File: src/rtl/pc_control.sv
// Instruction-fetch PC generator: issues word-aligned fetch addresses on an
// AXI-style read-address channel, with redirect and buffer-free throttling.
//
// state  | meaning
// S_IDLE | no request outstanding; arvalid=0
// S_REQ  | request presented; arvalid=1, araddr held until arready
module pc_control #(
  parameter logic [31:0] RESET_PC = 32'h0000_0000,
  parameter logic [31:0] PC_STEP  = 32'd4
) (
  input  logic        clk,
  input  logic        rst_n,
  input  logic        jump,
  input  logic [31:0] jump_addr,
  input  logic        buffer_free,
  output logic        arvalid,
  output logic [31:0] araddr,
  input  logic        arready
);

  typedef enum logic {S_IDLE = 1'b0, S_REQ = 1'b1} state_t;

  state_t      state;
  logic        pend;
  logic [31:0] pend_addr;
  logic [31:0] jump_tgt;
  logic        jump_addr_unused;

  assign jump_tgt         = {jump_addr[31:2], 2'b00};
  assign jump_addr_unused = ^jump_addr[1:0];

  // rst_n is active-high: the name is inherited from the surrounding front end.
  always_ff @(posedge clk) begin
    if (rst_n) begin
      state     <= S_IDLE;
      arvalid   <= 1'b0;
      araddr    <= {RESET_PC[31:2], 2'b00};
      pend      <= 1'b0;
      pend_addr <= 32'h0;
    end else begin
      case (state)
        S_IDLE: begin
          if (jump) araddr <= jump_tgt;
          pend    <= 1'b0;
          arvalid <= buffer_free;
          state   <= buffer_free ? S_REQ : S_IDLE;
        end
        S_REQ: begin
          if (arready) begin
            // A fresh jump beats a pending one, which beats the sequential step.
            if (jump)      araddr <= jump_tgt;
            else if (pend) araddr <= pend_addr;
            else           araddr <= araddr + PC_STEP;
            pend    <= 1'b0;
            arvalid <= buffer_free;
            state   <= buffer_free ? S_REQ : S_IDLE;
          end else if (jump) begin
            // Address must stay stable while stalled; remember the redirect.
            pend      <= 1'b1;
            pend_addr <= jump_tgt;
          end
        end
        default: begin
          state   <= S_IDLE;
          arvalid <= 1'b0;
        end
      endcase
    end
  end

endmodule

File: config.mk
export PLATFORM = sky130hd
export DESIGN_NAME = pc_control
export DESIGN_NICKNAME = d
export VERILOG_FILES = /design/src/rtl/pc_control.sv
export SDC_FILE = /design/constraint.sdc
export NUM_CORES = 1
export LEC_CHECK = 0
export BUFFER_PORTS_ARGS = -buffer_cell sky130_fd_sc_hd__buf_2
export CORE_MARGIN = 4
export CORE_UTILIZATION = 35
export DETAILED_ROUTE_END_ITERATION = 7
export GPL_TIMING_DRIVEN = 1
export PLACE_DENSITY = 0.61
export SYNTH_ARGS = -nofsm -noshare
export SYNTH_HDL_FRONTEND = slang
export SYNTH_SLANG_ARGS = --single-unit
File: constraint.sdc
create_clock -name clk -period 6.13 [get_ports clk]
set_input_delay 0.3065 -clock clk [delete_from_list [all_inputs] [get_ports clk]]
set_output_delay 0.3065 -clock clk [all_outputs]
set_load 0.03 [all_outputs]
==> results.md <==
- Clock sinks: 63
- Post-DR vias/cell: 5.55
- Fmax: 397 MHz
- CTS resizes: 0
- CTS tree: built
- Largest net degree at the start of global routing: 64
- Post-Syn Instances: roughly 460
- Max-cap viol count: 0
- Crit share post-route: about two fifths
- H-tree depth: 3
- First-pass GRT wire length: around 18 mm
- Row count: 36
- Routed WL: 10.7 mm
- Skew final: 0.0105 ns
- Starting DRT DRC Count: around 180
- Crit path launch type: flop
- Top FF cell, synth: dfxtp_1
- Post-synth cell types: 58
- CTS buffer count: 9
- P_int: around 0.71 mW
- Share of flip-flops with an asynchronous set or reset after synthesis: 0%
- Leakage power: between 1 and 1.5 nW
- Hold slack: between 0.2 and 0.25 ns
- Commonest non-fill, non-tap cells in the layout: 86 x nand2_1, 65 x buf_2, 63 x dfxtp_1, 61 x a21oi_1, 33 x nor2_1
- Number of global-route vias before repair: 3481
- CTS clk-pin slew, worst paths: 0.07 ns
- Final hold vios: 0
- RSZ-0062 raised after global routing: no
- Clock Tree Root: clkbuf_8
- #FFs+latches synth: 63
- Initial antenna violation count: 0
- Layout cell share with drive strength beyond 1: 19.6%
- Comb power frac: 16.5%
- Power per cell area: 252 nW/um^2
- Worst Tran Pin Value: between 0.9 and 1 ns
- Final Instance Count excl. Fillers: 644
- Overall Global Routing Usage: a little under a fifth
- Clock buffer depth: 2
- Starting Density: 35.8%
- Io pins: 70
- Hpwl dp: 6.97 mm
- Syn avg cell area: between 7 and 8 sq um
- Buffer count from post-CTS setup fixing: 0
- Seq pwr share: between 40% and 50%
- CP endpoint kind: flop
- Ys Warns: 0
- Core Footprint: 9680 sq um
- Final setup TNS: 0 ns
- CP Max Fanout: 7
- Switching Fraction: between 30% and 40%
- CP required: 6.38 ns
- Rel. slew slack: 33.7%
- Drt drc: 0
- GP Congestion: approximately 0.83
- Synth-to-Final Area Change: 16.1%
- PortBufs: 65
- Final net count: 544
- Final ANT Viol Nets: 0
- Syn Std Cell Area: 3460 sq um
- Max VDD drop: 0.000109 V
- Post-layout min period: 2.52 ns
- HP Class: in -> reg
- TritonRoute pass-1 iters: 4
- Avg WL per Cell: 16.5 um
- Max-slew violations: 0
- Switch Pwr: about 0.31 mW
- Number of synthesized flops with an enable pin: 0
- Total congestion overflow: 0
- CP Data Arrival Time: roughly 2.8 ns
- Clock power share: about two fifths
- Crit Path Category: reg -> reg
- Via count: 3576
- Die ar.: 11600 sq um
- Endpoints failing setup: 0
- Later-pin clock latency in the skew report: 0.35 ns
- Final Power: 1.01 mW
- Dpl cells: 628
- Antenna diodes: 0
- DIE WIDTH: between 100 and 150 um
- Seq/Total Area, Yosys: a little over a third
- Status: completed
- Die Span Y: about 110 um
- CTS hold repair buffers: 0
- Most common cell after layout, fill and taps aside: nand2_1
[power by group through the flow]
stage,Combinational (mW),Sequential [mW],Clock [mW]
finish,0.168,0.456,0.390
global route,0.185,0.459,0.411
CTS,0.169,0.456,0.396
detailed placement,0.168,0.465,0
global placement,0.164,0.464,0
floorplan,0.0891,0.489,0
[per-layer routing]
metal	global-route usage (%)	share of wire (%)	vias up
li1	-	-	1740
met1	25.9	46	1719
met2	29.7	47	107
met3	3.96	6.2	10
met4	5.59	1.0	0
met5	0	0	-
[cell usage after synthesis, types with 8 or more instances]
| cell type | n | area share [%] |
|---|---|---|
| a211oi_1 | 14 | 3.0 |
| a21o_1 | 8 | 1.7 |
| a21oi_1 | 61 | 8.8 |
| a221oi_1 | 11 | 2.8 |
| clkbuf_1 | 26 | 2.8 |
| dfxtp_1 | 63 | 36 |
| inv_1 | 10 | 1.1 |
| nand2_1 | 86 | 9.3 |
| nand3_1 | 14 | 2.0 |
| nor2_1 | 34 | 3.7 |
| nor3_1 | 15 | 2.2 |
| o21ai_0 | 24 | 3.5 |
| xnor2_1 | 9 | 2.3 |
[final cells by class]
| class | count | area (sq um) |
|---|---|---|
| Inverter | 11 | 41.3 |
| Fill cell | 1029 | 5660 |
| Tap cell | 133 | 166 |
| Clock inverter | 3 | 40.0 |
| Sequential cell | 63 | 1260 |
| Multi-Input combinational cell | 350 | 1970 |
| Clock buffer | 13 | 169 |
| Timing Repair Buffer | 71 | 370 |
[registers in the layout (all words and copies together), names as in the netlist]
| name | count |
|---|---|
| araddr | 30 |
| arvalid | 1 |
| pend | 1 |
| pend_addr | 30 |
| state | 1 |
[final timing paths]
kind              cells after the start  slack [ns]            end     startpoint
setup / recovery                      6        3.61     araddr[26]      araddr[2]
hold / removal                        3        0.21  pend_addr[31]  jump_addr[31]
setup reg to reg                      6        3.61     araddr[26]      araddr[2]
hold reg to reg                       2        0.45  pend_addr[13]  pend_addr[13]
[per-stage QoR]
stage               utilization, %  instance area, sq um  worst slack (ns)
floorplan                        -                  3470              3.71
global placement              39.4                  3810              3.49
detailed placement            39.4                  3810              3.42
CTS                           41.5                  4020              3.61
global route                  41.5                  4020              3.46
finish                        41.5                  4020              3.61
[cell families (layout without fill, tap and decap cells)]
family,Yosys count,in the layout,synth area share [%]
AOI/OAI and AO/OA,153,153,28.3
xor gates and xnor gates,12,12,3.03
adders and majority gates,1,1,0.361
buffers and inverters,49,98,6.90
DFF,63,63,36.4
muxes,3,3,0.939
other,1,2,0.108
and+or+nand+nor,179,179,24.0
[worst max-delay path, cell delays in order (launching register included)]
cell and delay (ns):
dfxtp_1 0.42, ha_1 0.25, nand4_1 0.30, or3_1 0.60, or4_1 0.44, a31o_1 0.22, a211oi_1 0.19
No activity file was read; power rests on OpenSTA's default activity.
